==> src/rtl/multi_pre_fetch_stage.sv <==
// multi_pre_fetch_stage: pipelined group pre-fetch with in-order queue; PREFETCH_BYPASS_EN adds same-cycle response bypass
module multi_pre_fetch_stage #(
  parameter int FETCH_WIDTH = 2,
  parameter int MAX_OUTSTANDING = 2,
  parameter int BUF_DEPTH = 4,
  parameter logic [31:0] RESET_PC = 32'hbfc0_0000
) (
  input  logic                     clk,
  input  logic                     resetn,
  input  logic                     redirect_valid,
  input  logic [31:0]              redirect_pc,
  output logic                     icache_req,
  output logic [31:0]              icache_addr,
  input  logic                     icache_addr_ok,
  input  logic                     icache_data_ok,
  input  logic [32*FETCH_WIDTH-1:0] icache_rdata,
  input  logic                     icache_ex,
  input  logic [4:0]               icache_exccode,
  output logic                     out_valid,
  input  logic                     out_ready,
  output logic [31:0]              out_pc,
  output logic [32*FETCH_WIDTH-1:0] out_inst,
  output logic [FETCH_WIDTH-1:0]   out_mask,
  output logic                     out_ex,
  output logic [4:0]               out_exccode
);
  localparam int PW = BUF_DEPTH > 1 ? $clog2(BUF_DEPTH) : 1;
  localparam int TW = MAX_OUTSTANDING > 1 ? $clog2(MAX_OUTSTANDING) : 1;
  localparam int CW = $clog2(BUF_DEPTH + 1);
  localparam int OW = $clog2(MAX_OUTSTANDING + 1);
  localparam logic [31:0] GROUP = 32'(4 * FETCH_WIDTH);
  localparam logic [31:0] AMASK = ~(GROUP - 32'd1);
  typedef struct packed {
    logic [31:0]              pc;
    logic [32*FETCH_WIDTH-1:0] inst;
    logic [FETCH_WIDTH-1:0]   mask;
    logic                     ex;
    logic [4:0]               exccode;
  } entry_t;
  typedef struct packed {
    logic [31:0]            pc;
    logic [FETCH_WIDTH-1:0] mask;
  } tag_t;
  logic [31:0] fetch_pc_q, fetch_pc_d;
  logic [OW-1:0] outstanding_q, outstanding_d, out_nxt;
  logic [CW-1:0] drop_q, drop_d, count_q, count_d;
  logic [PW-1:0] head_q, head_d, tail_q, tail_d;
  logic [TW-1:0] tag_rd_q, tag_rd_d, tag_wr_q, tag_wr_d;
  logic halted_q, halted_d;
  entry_t mem_q [BUF_DEPTH];
  entry_t mem_d [BUF_DEPTH];
  tag_t tag_q [MAX_OUTSTANDING];
  tag_t tag_d [MAX_OUTSTANDING];
  logic [31:0] word_off;
  logic [FETCH_WIDTH-1:0] req_mask;
  logic misal, space, adel, acc, stale, good, ex_halt, flush, byp, push, pop;
  entry_t resp_e, push_e, head_e;
  // Request/response decode, queue head selection and gated outputs
  always_comb begin
    word_off = (fetch_pc_q & ~AMASK) >> 2;
    for (int i = 0; i < FETCH_WIDTH; i++) req_mask[i] = word_off <= 32'(i);
    misal = |fetch_pc_q[1:0];
    space = int'(outstanding_q) + int'(drop_q) + int'(count_q) < BUF_DEPTH;
    icache_req = resetn && !halted_q && !redirect_valid && !misal && int'(outstanding_q) < MAX_OUTSTANDING && space;
    icache_addr = icache_req ? fetch_pc_q & AMASK : '0;
    adel = resetn && !halted_q && !redirect_valid && misal && outstanding_q == '0 && space;
    acc = icache_req && icache_addr_ok;
    stale = icache_data_ok && drop_q != '0;
    good = icache_data_ok && drop_q == '0 && outstanding_q != '0;
    ex_halt = good && icache_ex;
    flush = redirect_valid || ex_halt;
    out_nxt = outstanding_q + OW'(acc) - OW'(good);
    resp_e = '{pc: tag_q[tag_rd_q].pc, inst: icache_rdata, mask: tag_q[tag_rd_q].mask, ex: icache_ex, exccode: icache_exccode};
    push_e = adel ? '{pc: fetch_pc_q, inst: '0, mask: '0, ex: 1'b1, exccode: 5'h04} : resp_e;
`ifdef PREFETCH_BYPASS_EN
    byp = good && count_q == '0 && !redirect_valid;
`else
    byp = 1'b0;
`endif
    head_e = byp ? resp_e : mem_q[head_q];
    out_valid = resetn && (count_q != '0 || byp);
    pop = out_valid && out_ready && count_q != '0;
    push = (good || adel) && !(byp && out_ready);
    out_pc = out_valid ? head_e.pc : '0;
    out_inst = out_valid ? head_e.inst : '0;
    out_mask = out_valid ? head_e.mask : '0;
    out_ex = out_valid && head_e.ex;
    out_exccode = out_valid ? head_e.exccode : '0;
  end
  // Next state: redirect flushes everything, an exception halt turns in-flight requests into drops
  always_comb begin
    fetch_pc_d = redirect_valid ? redirect_pc : acc ? (fetch_pc_q & AMASK) + GROUP : fetch_pc_q;
    halted_d = !redirect_valid && (halted_q || ex_halt || adel);
    outstanding_d = flush ? '0 : out_nxt;
    drop_d = drop_q - CW'(stale) + (flush ? CW'(out_nxt) : '0);
    tag_d = tag_q;
    if (acc) tag_d[tag_wr_q] = '{pc: fetch_pc_q, mask: req_mask};
    tag_wr_d = flush ? '0 : acc ? (tag_wr_q == TW'(MAX_OUTSTANDING - 1) ? '0 : tag_wr_q + 1'b1) : tag_wr_q;
    tag_rd_d = flush ? '0 : good ? (tag_rd_q == TW'(MAX_OUTSTANDING - 1) ? '0 : tag_rd_q + 1'b1) : tag_rd_q;
    mem_d = mem_q;
    if (push) mem_d[tail_q] = push_e;
    tail_d = redirect_valid ? '0 : push ? (tail_q == PW'(BUF_DEPTH - 1) ? '0 : tail_q + 1'b1) : tail_q;
    head_d = redirect_valid ? '0 : pop ? (head_q == PW'(BUF_DEPTH - 1) ? '0 : head_q + 1'b1) : head_q;
    count_d = redirect_valid ? '0 : count_q + CW'(push) - CW'(pop);
  end
  // State registers with synchronous active-low reset
  always_ff @(posedge clk) begin
    if (!resetn) begin
      fetch_pc_q <= RESET_PC;
      outstanding_q <= '0;
      drop_q <= '0;
      count_q <= '0;
      head_q <= '0;
      tail_q <= '0;
      tag_rd_q <= '0;
      tag_wr_q <= '0;
      halted_q <= 1'b0;
      mem_q <= '{default: '0};
      tag_q <= '{default: '0};
    end else begin
      fetch_pc_q <= fetch_pc_d;
      outstanding_q <= outstanding_d;
      drop_q <= drop_d;
      count_q <= count_d;
      head_q <= head_d;
      tail_q <= tail_d;
      tag_rd_q <= tag_rd_d;
      tag_wr_q <= tag_wr_d;
      halted_q <= halted_d;
      mem_q <= mem_d;
      tag_q <= tag_d;
    end
  end
  // The issue condition reserves a slot for every response; a push into a full queue is a design bug
  always_ff @(posedge clk) begin
    if (resetn && !redirect_valid) assert (!(push && !pop && count_q == CW'(BUF_DEPTH)));
  end
endmodule

==> config.mk <==
export PLATFORM = sky130hd
export DESIGN_NAME = multi_pre_fetch_stage
export DESIGN_NICKNAME = d
export VERILOG_FILES = /design/src/rtl/multi_pre_fetch_stage.sv
export SDC_FILE = /design/constraint.sdc
export NUM_CORES = 1
export LEC_CHECK = 0
export ABC_AREA = 1
export CELL_PAD_IN_SITES_DETAIL_PLACEMENT = 1
export CELL_PAD_IN_SITES_GLOBAL_PLACEMENT = 2
export CORE_MARGIN = 4
export CORE_UTILIZATION = 32
export DETAILED_ROUTE_END_ITERATION = 10
export GPL_TIMING_DRIVEN = 0
export PLACE_DENSITY = 0.83
export RECOVER_POWER = 25
export REMOVE_ABC_BUFFERS = 1
export SETUP_SLACK_MARGIN = 0.05
export SLEW_MARGIN = 30
export SYNTH_ARGS = -nofsm -noshare
export SYNTH_HDL_FRONTEND = slang
export SYNTH_SLANG_ARGS = --single-unit
==> constraint.sdc <==
create_clock -name clk -period 4.7 [get_ports clk]
set_input_delay 1.175 -clock clk [delete_from_list [all_inputs] [get_ports clk]]
set_output_delay 1.175 -clock clk [all_outputs]
set_load 0.03 [all_outputs]
# Word level (Yosys, flattened, before mapping)
# Cells that the tools add are included.
[op_classes] n_lt_le_gt_ge=10 n_reduce_logical=36 muxes=25 eq_ne=2 n_bitwise=5 n_addsub=13
[op_table] operator="$bwmux 416" n=1
[op_table] operator="$mux 104" n=4
[op_table] operator="$bmux 104 s2" n=1
[op_table] operator="$demux 104 s2" n=1
[op_table] operator="$mux 34" n=4
[op_table] operator="$mux 32" n=4
[op_table] operator="$bwmux 68" n=1
[op_table] operator="$mux 64" n=1
[op_table] operator="$demux 34 s1" n=1
[op_table] operator="$add 32x4->32 const B" n=1
[op_table] operator="$logic_and 1x1->1" n=20
[op_table] operator="$mux 2" n=4
[op_table] operator="$ge 3x3->1 const B" n=2
[op_table] operator="$not 2->3" n=2
[op_table] operator="$reduce_bool 3->1" n=2
[op_table] operator="$reduce_or 2->1" n=3
[op_table] operator="$sub 3x1->3" n=2
[op_table] operator="$add 4x3->5" n=1
[op_table] operator="$lt 5x3->1 const B" n=1
[op_table] operator="$mux 5" n=1
[op_table] operator="$add 2x1->2 const B" n=2
[op_table] operator="$add 2x3->4" n=1
[op_table] operator="$eq 2x2->1 const B" n=2
[op_table] operator="$ge 2x2->1 const B" n=2
[op_table] operator="17 further kinds" n=27
[word_totals] regBits=531 out_inout_bits=138 word_cells=124

# Logic depth before layout (Yosys ltp)
# Gate-level depths: netlist of run 1.
[depth] ltp_word=11 depth_mapped=21

# Least setup slack after synthesis of run 1
# OpenSTA, ideal clock, no wires.
[synth_timing] kind="register to register" start="reg outstanding_q[1]" end="reg drop_q[2]" required_ns=4.580 setup_time_ns=0.120 stages_incl_launch_ff=21 path_slack_ns=0.556 arrival_time_ns=4.024 period_less_slack_ns=4.144 path_cell_list="dfxtp_1 -> inv_1 -> fa_1 -> inv_1 -> nand2_1 -> fa_1 -> nand2_1 -> a21oi_1 -> nand4_2 -> clkbuf_1 -> ha_1 -> inv_1 -> ha_1 -> xor2_1 -> xor2_1 -> nand2_1 -> ha_1 -> inv_1 -> fa_1 -> o21ai_0 -> a21oi_1"
[synth_between] elab_chain_cells=9 word_cells_on_any_way=15 classes_between="add/sub (5); order compare (2); mux (1); reduce/logical (7)"
[synth_rtl] element="from (decl)" line="45" text="logic [OW-1:0] outstanding_q, outstanding_d, out_nxt;"
[synth_rtl] element="from (signal assigned)" line="122" text="outstanding_q <= outstanding_d;"
[synth_rtl] element="$add 2x3->4" line="63" text="space = int'(outstanding_q) + int'(drop_q) + int'(count_q) < BUF_DEPTH;"
[synth_rtl] element="$add 4x3->5" line="63"
[synth_rtl] element="$lt 5x3->1" line="63"
[synth_rtl] element="$logic_and 1x1->1" line="64" text="icache_req = resetn && !halted_q && !redirect_valid && !misal && int'(outstanding_q) < MAX_OUTSTANDING && spac ..."
[synth_rtl] element="$logic_and 1x1->1" line="67" text="acc = icache_req && icache_addr_ok;"
[synth_rtl] element="$add 2x1->2" line="72" text="out_nxt = outstanding_q + OW'(acc) - OW'(good);"
[synth_rtl] element="$sub 2x1->2" line="72"
[synth_rtl] element="$mux 2 (*)" line="95" text="drop_d = drop_q - CW'(stale) + (flush ? CW'(out_nxt) : '0);"
[synth_rtl] element="$add 3x2->3 (*)" line="95"
[synth_rtl] element="to (signal assigned)" line="123" text="drop_q <= drop_d;"
[synth_rtl] element="to (decl)" line="46" text="logic [CW-1:0] drop_q, drop_d, count_q, count_d;"
# Every way passes the cells marked *; elsewhere a longest branch is shown, timed or not.
# A chain may end at the register's enable or synchronous reset.

# Final worst setup path of run 1
[layout_timing] start="in resetn" end="out out_pc[10]"
[layout_between] elab_chain_cells=2
[layout_rtl] element="from (decl)" line="9" text="input logic resetn,"
[layout_rtl] element="$logic_and 1x1->1" line="81" text="out_valid = resetn && (count_q != '0 || byp);"
[layout_rtl] element="$mux 32" line="84" text="out_pc = out_valid ? head_e.pc : '0;"
[layout_rtl] element="to (decl)" line="21" text="output logic [31:0] out_pc,"
# Every way passes these cells.

==> impl_metrics.py, run 1 <==
metrics = {
    "timing": {
        "post-route-period-util_pct": 97.3,
        "slew_worst_pin_ns": 1.69,
        "rsz0062_at_grt": "yes",
        "final_max_slew_viol_count": 20,
        "max-slew-margin-rel_pct": -13.4,
        "final_hold_viol_count": 0,
        "finalSetupViolations": 0,
        "timing.hold.ws_ns": 0.439,
        "clock_skew_after_layout_ns": 0.0207,
        "final_critical_path_setup_slack_ns": 0.126,
        "setup_total_negative_slack_ns": 0,
        "max_freq_mhz": 219,
        "final.min_clock_period_ns": 4.57,
    },
    "power_and_ir_drop": {
        "power.internal_mw": 8.11,
        "power_frac_seq_pct": 43.3,
        "ir_drop_mv": 0.217,
        "pwr-share-clk_pct": 45.9,
        "power.total_mw": 11.0,
        "net-switching-power_mw": 2.88,
        "cellLeakagePower_nw": 12.1,
        "switching_share_pct": 26.2,
        "power-per-cell-area_nw_per_um2": 364,
        "share_of_power_burned_in_combinational_logic_pct": 10.8,
    },
    "global_routing": {
        "first_global_vias": 23600,
        "grt_overflow_total": 0,
        "grt_antenna_before_repair": 1,
        "maximum_number_of_pins_on_one_net_before_global_route_repair": 124,
        "first_pass_grt_wire_length_mm": 135,
        "grt_use_total_pct": 20.3,
    },
    "cells_and_area": {
        "post_layout_nonfiller_instances": 4861,
        "drive_gt1_share_pct": 6.79,
        "final-seq-area_sq_um": 10600,
        "finish.net_count": 3908,
        "area.growth.synth_to_final_pct": 22.1,
        "fillers": 9644,
        "multiInputGateArea_sq_um": 11900,
        "diode_insertion_count_for_antenna_repair": 0,
    },
    "setup_path": {
        "crit_path_start_kind": "input pin",
        "worst_ep_arrival_time_ns": 3.40,
        "cp_cell_sequence": "buf_16 > buf_16 > inv_6 > nor2_4 > inv_8 > buf_16 > a21oi_1 > clkdlybuf4s15_2",
        "worstSetupEndpointType": "primary output",
        "cp_most_frequent_cell": "buf_16",
        "cp_max_fo": 91,
        "critical-path-max-stage-delay_ns": 0.35,
        "crit_type": "in2out",
        "cp.required_ns": 3.52,
        "timing.critical_path.slowest_stage_cell": "a21oi_1",
    },
    "place": {
        "routability_congestion": 0.787,
        "post-place-cells": 4729,
        "detailedPlace.worstSlack_ns": -1.48,
        "place.port_buffers": 242,
        "place.detailed.hpwl_mm": 50.1,
    },
    "route": {
        "total_via_count_after_detailed_routing": 23900,
        "final_antenna_net_count": 0,
        "drt-vias-per-instance": 4.92,
        "drt_iter0_markers": 1080,
        "drtPass1Iterations": 5,
        "postRouteWirelength_mm": 87.5,
        "residual_drc": 0,
        "post_drt_wl_per_cell_microns": 18.0,
    },
    "clocking": {
        "clk_pin_slew_ns": 0.06,
        "cts.path.max_buffers": 3,
        "cts_bufs_inserted": 61,
        "sinks_on_the_clock_net": 531,
        "cts_max_level": 2,
        "insertion_delay_of_the_later_clocked_pin_in_the_worst_skew_pair_ns": 0.63,
        "cts_tree": "built",
        "root_buffer": "clkbuf_16",
    },
    "die": {
        "pin_count": 246,
        "floorplan.die.width_microns": 286,
        "initial_core_util_pct": 32.4,
        "core_box_area_sq_um": 76300,
        "floorplan.die.height_microns": 286,
        "die-area_sq_um": 81900,
        "fp-row-count": 101,
    },
    "job": {
        "max_cap_violations": 1,
    },
    "synth": {
        "synthDistinctLibCells": 37,
        "synth-async-reset-ratio_pct": 0,
        "synthDominantCellAreaShare_pct": 42.9,
        "synth_top_cells_by_count": "nor2_1 (903), o21ai_0 (568), dfxtp_1 (531)",
        "synth-seq-area-share_pct": 42.9,
        "dominantRegCellSynth": "dfxtp_1",
        "synth_edf_count": 0,
        "yosys_register_bits": 531,
        "synth_warnings": 0,
        "syn-cell-area_sq_um": 24800,
        "synthesis.instances": 3716,
        "synth_area_leader_cell": "dfxtp_1",
        "post-synth-top-count-cell": "nor2_1",
        "avgSynthCellArea_sq_um": 6.66,
        "synthTopCellsByArea": "dfxtp_1 (43%), nor2_1 (14%), o21ai_0 (11%)",
    },
    "worst_hold_path": {
        "min_path_type": "reg2reg",
    },
    "outcome": {
        "violations": "max-capacitance violations, max-slew violations",
        "status": "complete, but fails checks",
    },
}
[through the flow]
step / cell area [sq um] / util [%]
after floorplan: 23500 / -
after global placement: 27300 / 35.7
after detailed placement: 28000 / 36.7
after CTS: 30300 / 39.8
after global routing: 30200 / 39.6
final: 30200 / 39.6
[cells in the final DEF (no fill, tap or decap), types with 4 or more instances in the layout]
| cell | Yosys | routed |
|---|---|---|
| nor2_1 | 903 | 898 |
| o21ai_0 | 568 | 568 |
| dfxtp_1 | 531 | 528 |
| nand2_1 | 505 | 505 |
| a21oi_1 | 424 | 421 |
| inv_1 | 301 | 301 |
| clkdlybuf4s50_1 | 0 | 118 |
| clkbuf_16 | 0 | 63 |
| clkbuf_2 | 1 | 50 |
| nand3_1 | 36 | 34 |
| mux2i_1 | 30 | 30 |
| dlygate4sd2_1 | 0 | 27 |
| o21ai_1 | 25 | 25 |
| o21ai_2 | 20 | 20 |
| dlymetal6s2s_1 | 0 | 20 |
| clkbuf_1 | 189 | 19 |
| buf_16 | 0 | 19 |
| clkbuf_8 | 0 | 17 |
| xor2_1 | 16 | 16 |
| ha_1 | 16 | 16 |
| nor3_1 | 11 | 11 |
| buf_12 | 0 | 11 |
| nand4_1 | 9 | 10 |
| buf_2 | 71 | 9 |
| clkdlybuf4s15_1 | 0 | 8 |
| clkinv_2 | 1 | 7 |
| clkdlybuf4s15_2 | 0 | 7 |
| bufinv_16 | 0 | 6 |
| buf_4 | 12 | 6 |
| nor2_4 | 1 | 5 |
| nand2_8 | 0 | 5 |
| nor2_2 | 3 | 4 |
| fa_1 | 4 | 4 |
[registers in the layout, indices dropped and copies added (netlist names), 2 cells and up]
name and cells:
mem_q 416, fetch_pc_q 32, outstanding_q 2, tag_q 68, tail_q 2, drop_q 3, head_q 2, count_q 3
[logic make-up (layout without fill, tap and decap cells)]
family	Yosys count	after routing	synth area share [%]
flops	531	531	42.9
other cells	1	3	0.0151
simple gates	1477	1481	23.0
xor+xnor	16	16	0.566
mux	31	31	1.26
buf+inv	597	706	9.66
compound gates	1043	1043	21.5
fa+ha+maj	20	20	1.13
[final cells by class]
| cell class | instances | share of cell area [%] |
|---|---|---|
| flip-flops and latches | 531 | 35.2 |
| well taps | 1030 | 4.26 |
| multi-input cells | 2594 | 39.4 |
| repair buffers | 282 | 9.97 |
| clock buffers | 97 | 6.20 |
| inverters | 310 | 4.16 |
| clock inverters | 17 | 0.811 |
[worst paths after layout]
| kind | start | endpoint | slack (ns) | depth (start not counted) |
|---|---|---|---|---|
| setup / recovery | resetn | out_pc[10] | 0.13 | 8 |
| hold / removal | tag_q[37] | tag_q[37] | 0.44 | 2 |
| setup reg to reg | outstanding_q[1] | drop_q[2] | 0.33 | 20 |
| hold reg to reg | tag_q[37] | tag_q[37] | 0.44 | 2 |
[per-layer routing]
metal  track usage [%]  wire length (microns)  vias up
li1                  -                      -    12000
met5                 0                      0        -
met3              2.64                   3120      106
met4              4.56                   1880        0
met1              27.3                  41600    11400
met2              35.0                  40900      375
[power groups by stage]
stage / Clock, mW / Combinational, mW / Sequential, mW
final: 5.05 / 1.19 / 4.77
after global placement: 0 / 1.28 / 4.87
after CTS: 5.19 / 1.16 / 4.76
after detailed placement: 0 / 1.13 / 4.86
after global routing: 5.38 / 1.34 / 4.78
after floorplan: 0 / 0.675 / 4.83
[worst max-delay path, delay by kind of cell]
| kind | cells | cell delay, ns |
|---|---|---|
| buffers and inverters | 6 | 1.41 |
| AO/OA/AOI/OAI | 1 | 0.35 |
| AND/OR/NAND/NOR | 1 | 0.25 |
[timing repair]
item,4_1_cts,5_1_grt
pin swaps,1,3
gates cloned,3,3
hold buffers,0,0
resized for setup,170,138
endpoints found under the setup margin,372,260
buffers inserted,6,6
Note: power is estimated with default switching activity, not from simulation.
==> run 2, diff against run 1 <==
--- a/config.mk
+++ b/config.mk
@@ -8,10 +8,12 @@
 export ABC_AREA = 1
 export CELL_PAD_IN_SITES_DETAIL_PLACEMENT = 1
 export CELL_PAD_IN_SITES_GLOBAL_PLACEMENT = 2
+export CORE_ASPECT_RATIO = 1.2
 export CORE_MARGIN = 4
 export CORE_UTILIZATION = 32
 export DETAILED_ROUTE_END_ITERATION = 10
 export GPL_TIMING_DRIVEN = 0
+export MAX_ROUTING_LAYER = met4
 export PLACE_DENSITY = 0.83
 export RECOVER_POWER = 25
 export REMOVE_ABC_BUFFERS = 1
==> run 2 against run 1 <==
Flip-flop and latch count did not move. Combinational power about the same. Worst hold slack lost 0.0019 ns. Non-clock buffer count down 5. Largest cell class unchanged. The run now ends clean. Clock skew up 0.021 ns. Worst setup slack improved by 0.028 ns. First-iteration DRC count increased by 10%. Final area shrank 0.27%. Total power shrank 2.1%. Via count is 1.0% lower. Clock power shrank 4.2%.
==> impl_metrics.py, run 2 (synthesis gave the netlist of run 1 again) <==
metrics = {
    "clocking": {
        "sinks_on_the_clock_net": 531,
        "cts.path.max_buffers": 3,
        "clk_pin_slew_ns": 0.06,
        "cts_tree": "built",
        "insertion_delay_of_the_later_clocked_pin_in_the_worst_skew_pair_ns": 0.63,
        "cts_bufs_inserted": 60,
        "root_buffer": "clkbuf_16",
        "ctsHoldBuffers": 0,
        "cts_max_level": 2,
    },
    "place": {
        "routability_congestion": 0.803,
        "place.detailed.hpwl_mm": 49.2,
        "place.port_buffers": 242,
    },
    "setup_path": {
        "reg2reg_slack_ns": 0.33,
        "worstReg2RegEnd": "mem_q[414]",
        "cp_max_fo": 73,
        "worstPathBufferInverterCount": 5,
        "cp_cell_sequence": "buf_12 > buf_16 > inv_6 > nor2_4 > inv_8 > a21oi_1 > clkdlybuf4s50_1",
        "timing.critical_path.slowest_stage_cell": "clkdlybuf4s50_1",
        "cp.required_ns": 3.52,
        "timing.rr.start": "outstanding_q[1]",
        "critical_path.top_delay_family": "buffers and inverters",
        "crit_path_start_kind": "input pin",
        "worstRegToRegCells": 16,
        "crit_type": "in2out",
        "critical-path-max-stage-delay_ns": 0.72,
        "worst_ep_arrival_time_ns": 3.37,
        "worstSetupEndpointType": "primary output",
    },
    "power_and_ir_drop": {
        "power-per-cell-area_nw_per_um2": 357,
        "cellLeakagePower_nw": 11.8,
        "power.total_mw": 10.8,
        "ir_drop_mv": 0.288,
    },
    "worst_hold_path": {
        "instance_count_along_the_most_critical_hold_path": 2,
        "hold_path.startpoint": "tag_q[37]",
        "holdPathEnd": "tag_q[37]",
        "min_path_type": "reg2reg",
    },
    "die": {
        "pin_count": 246,
        "fp-row-count": 111,
        "floorplan.die.height_microns": 313,
        "die-area_sq_um": 81900,
        "floorplan.die.width_microns": 262,
        "initial_core_util_pct": 32.4,
        "core_box_area_sq_um": 76500,
    },
    "timing": {
        "max_freq_mhz": 220,
        "rsz0062_at_grt": "yes",
        "clock_skew_after_layout_ns": 0.0414,
        "slew_worst_pin_ns": 0.877,
        "final_max_slew_viol_count": 0,
        "post-route-period-util_pct": 96.7,
        "max-slew-margin-rel_pct": 41.5,
        "final_hold_viol_count": 0,
        "finalSetupViolations": 0,
        "final.min_clock_period_ns": 4.55,
    },
    "global_routing": {
        "maximum_number_of_pins_on_one_net_before_global_route_repair": 118,
        "first_global_vias": 24000,
        "grt_antenna_before_repair": 0,
        "grt_overflow_total": 0,
        "first_pass_grt_wire_length_mm": 133,
        "grt_use_total_pct": 20.5,
    },
    "route": {
        "final_antenna_net_count": 0,
        "drtPass1Iterations": 5,
        "drt_iter0_markers": 1191,
        "residual_drc": 0,
        "total_via_count_after_detailed_routing": 23700,
        "postRouteWirelength_mm": 84.0,
        "drt-vias-per-instance": 4.89,
        "post_drt_wl_per_cell_microns": 17.4,
    },
    "job": {
        "max_cap_violations": 0,
    },
    "cells_and_area": {
        "diode_insertion_count_for_antenna_repair": 0,
        "drive_gt1_share_pct": 6.34,
        "finish.net_count": 3899,
        "max_flop_register": "mem_q",
        "fin_util_pct": 39.4,
        "largest_register_ffs": 416,
        "final_cell_mix": "nor2_1 (897), o21ai_0 (568), dfxtp_1 (527)",
        "fillers": 9666,
        "mostFrequentLayoutCell": "nor2_1",
        "biggest_regs": "mem_q (416), tag_q (68), fetch_pc_q (32)",
        "area.growth.synth_to_final_pct": 21.8,
    },
    "outcome": {
        "status": "complete, no violations",
    },
}
## run 2: through the flow
step / hold slack [ns] / cell area [sq um] / setup WS, ns / TNS [ns] / instances
6_report: 0.437 / 30200 / 0.154 / 0 / 4836
2_1_floorplan: 0.415 / 23500 / -4.87 / -902.12 / 3431
4_1_cts: 0.440 / 30200 / 0.0429 / 0 / 4833
3_5_place_dp: 0.430 / 28000 / -1.47 / -459.22 / 4715
5_1_grt: 0.465 / 30200 / -0.0249 / -0.103 / 4836
3_3_place_gp: 0.424 / 27200 / -23.26 / - / 4690
## run 2: tightest hold or removal path: cells and delay by family (launching register included)
kind	cells	cell delay, ns
DFF	1	0.31
and+or+nand+nor	2	0.09
## run 2: how the worst max path moves through the flow
stage	from	end	slack, ns	cells past startpoint
global placement	resetn	mem_q[287]	-23.26	12
detailed placement	resetn	icache_addr[6]	-1.47	9
finish	resetn	out_inst[37]	0.15	7
CTS	outstanding_q[1]	icache_addr[5]	0.04	12
floorplan	head_q[0]	out_ex	-4.87	4
global route	outstanding_q[1]	mem_q[402]	-0.02	16
## run 2: power breakdown
| group | internal [mW] | switching (mW) |
|---|---|---|
| clock network | 2.86 | 1.98 |
| logic | 0.418 | 0.742 |
| registers | 4.64 | 0.121 |
## run 2: cell type report
cell class                 count  area, sq um  area share [%]
timing repair buffer         277         3060            10.1
multi-input combinational   2591        11900            39.5
tap                         1017         1270            4.22
inverter                     310         1230            4.10
clock inverter                20          223           0.739
sequential                   531        10600            35.3
clock buffer                  90         1810            5.99
## run 2: what timing repair did
action                                  4_1_cts  5_1_grt
endpoints found under the setup margin      383      226
buffers inserted                              5        3
pin swaps                                     2        1
gates cloned                                  3        0
resized for setup                           172       86
## run 2: routing by layer
metal  vias up  track usage, %  wire (microns)
li1      11900               -               -
met1     11300            25.9           39000
met2       310            35.5           40700
met3        91            2.48            2630
met4         0            4.23            1700
met5         -               -               0
==> run 3, diff against run 2 <==
--- a/config.mk
+++ b/config.mk
@@ -14,7 +14,7 @@
 export DETAILED_ROUTE_END_ITERATION = 10
 export GPL_TIMING_DRIVEN = 0
 export MAX_ROUTING_LAYER = met4
-export PLACE_DENSITY = 0.83
+export PLACE_DENSITY = 0.8
 export RECOVER_POWER = 25
 export REMOVE_ABC_BUFFERS = 1
 export SETUP_SLACK_MARGIN = 0.05
==> run 3 against run 2 <==
The flow now finishes with violations (max-capacitance violations, max-slew violations). Total power rose by 0.83%. Cell count grew 0.12%. Fmax rose by 0.31%. Clock skew is 0.026 ns lower. Critical path depth increased by 4. Combinational power is 3% higher. Wire length increased by 4.2%. Register-to-register slack gained 0.20 ns. Global-route usage increased by 0.69 points. Critical path type unchanged. Critical endpoint is now icache_addr[6].
==> impl_metrics.py, run 3 (synthesis gave the netlist of run 1 again) <==
metrics = {
    "place": {
        "place.detailed.hpwl_mm": 49.2,
        "place.port_buffers": 242,
        "detailedPlace.worstSlack_ns": -1.94,
        "routability_congestion": 0.786,
        "post-place-cells": 4714,
    },
    "timing": {
        "finalSetupViolations": 0,
        "final_critical_path_setup_slack_ns": 0.168,
        "rsz0062_at_grt": "no",
        "max-slew-margin-rel_pct": -10.4,
        "final.min_clock_period_ns": 4.53,
        "slew_worst_pin_ns": 1.65,
        "final_max_slew_viol_count": 20,
        "max_freq_mhz": 221,
        "post-route-period-util_pct": 96.4,
        "timing.hold.ws_ns": 0.443,
        "clock_skew_after_layout_ns": 0.0150,
        "setup_total_negative_slack_ns": 0,
        "final_hold_viol_count": 0,
    },
    "route": {
        "drt-vias-per-instance": 4.89,
        "drtPass1Iterations": 5,
        "residual_drc": 0,
        "total_via_count_after_detailed_routing": 23700,
        "post_drt_wl_per_cell_microns": 18.1,
        "postRouteWirelength_mm": 87.6,
        "final_antenna_net_count": 0,
        "drt_iter0_markers": 1166,
    },
    "die": {
        "die-area_sq_um": 81900,
        "floorplan.die.width_microns": 262,
        "fp-row-count": 111,
        "floorplan.die.height_microns": 313,
        "pin_count": 246,
        "initial_core_util_pct": 32.4,
        "core_box_area_sq_um": 76500,
    },
    "cells_and_area": {
        "fin_util_pct": 39.7,
        "multiInputGateArea_sq_um": 12000,
        "finish.net_count": 3905,
        "post_layout_nonfiller_instances": 4842,
        "drive_gt1_share_pct": 8.34,
        "diode_insertion_count_for_antenna_repair": 0,
        "largest_register_ffs": 416,
        "biggest_regs": "mem_q (416), tag_q (68), fetch_pc_q (32)",
        "mostFrequentLayoutCell": "nor2_1",
        "fillers": 9616,
        "area.growth.synth_to_final_pct": 22.8,
        "final_cell_mix": "nor2_1 (895), o21ai_0 (568), dfxtp_1 (528)",
        "final-seq-area_sq_um": 10600,
        "max_flop_register": "mem_q",
    },
    "global_routing": {
        "grt_most_used_layer": "met2",
        "grt_use_met3_pct": 2.50,
        "grt_overflow_total": 0,
        "grt_use_total_pct": 21.2,
        "first_pass_grt_wire_length_mm": 135,
        "globalRouteMet1Util_pct": 27.6,
        "first_global_vias": 23700,
        "grt_antenna_before_repair": 0,
        "maximum_number_of_pins_on_one_net_before_global_route_repair": 105,
        "groute.layer.met2.usage_pct": 35.8,
    },
    "setup_path": {
        "worst_ep_arrival_time_ns": 3.36,
        "cp.required_ns": 3.52,
        "crit_path_start_kind": "input pin",
        "worstSetupEndpointType": "primary output",
        "cp_max_fo": 40,
        "crit_type": "in2out",
    },
    "clocking": {
        "cts_tree": "built",
        "root_buffer": "clkbuf_16",
        "ctsHoldBuffers": 0,
        "insertion_delay_of_the_later_clocked_pin_in_the_worst_skew_pair_ns": 0.63,
        "cts_bufs_inserted": 60,
        "cts_max_level": 2,
        "sinks_on_the_clock_net": 531,
        "clk_pin_slew_ns": 0.06,
        "cts.path.max_buffers": 3,
    },
    "power_and_ir_drop": {
        "power-per-cell-area_nw_per_um2": 357,
        "cellLeakagePower_nw": 11.7,
        "ir_drop_mv": 0.273,
    },
    "outcome": {
        "violations": "max-capacitance violations, max-slew violations",
        "status": "complete, but fails checks",
    },
    "worst_hold_path": {
        "min_path_type": "reg2reg",
    },
    "job": {
        "max_cap_violations": 1,
    },
}
run 3: cell count changes in the layout (fill, tap and decap cells not counted), moves of 3 or more:
cell and change:
a21oi_1 -17, a21oi_2 +17, buf_2 +14, bufbuf_16 +3
clkbuf_2 -13, clkbuf_8 +8, clkdlybuf4s15_2 +56, clkdlybuf4s50_1 -22
clkinv_2 -4, dlygate4sd2_1 -20, dlymetal6s2s_1 -10
run 3: final timing paths:
| kind | startpoint | to | slack, ns | cells after the start |
|---|---|---|---|---|
| worst max-delay path | resetn | icache_addr[6] | 0.17 | 11 |
| worst min-delay path | tag_q[37] | tag_q[37] | 0.44 | 2 |
| worst max register to register | outstanding_q[1] | drop_q[2] | 0.53 | 20 |
| worst min register to register | tag_q[37] | tag_q[37] | 0.44 | 2 |
run 3: repair_timing:
item	in CTS	in global routing
endpoints found under the setup margin	588	217
resized for setup	361	69
cloned	8	2
hold endpoints to repair	0	0
setup buffers	5	3
pin swaps	3	3
run 3: routing by layer:
metal,vias up,part of all wire [%]
met5,-,0
met4,0,1.9
met3,87,3.3
met2,298,47
met1,11300,48
li1,12000,-
run 3: metrics by stage:
step                      cell area (sq um)  power, mW
after floorplan                       23500       5.50
after global placement                27200       6.15
after detailed placement              28000       5.98
after CTS                             30500       11.0
after global routing                  30400       11.4
final                                 30400       10.9
run 3: cell type report:
class | instances | area share (%)
Tap cell | 1017 | 4.18
Inverter | 310 | 4.10
Clock inverter | 14 | 0.510
Sequential cell | 531 | 35.0
Timing Repair Buffer | 281 | 10.5
Clock buffer | 96 | 6.24
Multi-Input combinational cell | 2593 | 39.5
run 3: critical path: stages:
cell and delay [ns]:
buf_16 0.19, buf_16 0.23, buf_16 0.22, inv_6 0.15, nor2_4 0.18, nand2_1 0.16, nor2_4 0.23, nand3_4 0.11
buf_12 0.18, nor2_4 0.14, clkdlybuf4s15_2 0.32
run 3: where the power goes:
group | internal, mW | leakage (nW) | total [mW] | switching, mW
Clock | 2.91 | 1.02 | 4.90 | 1.99
Combinational | 0.430 | 6.34 | 1.20 | 0.766
Sequential | 4.64 | 4.30 | 4.76 | 0.119
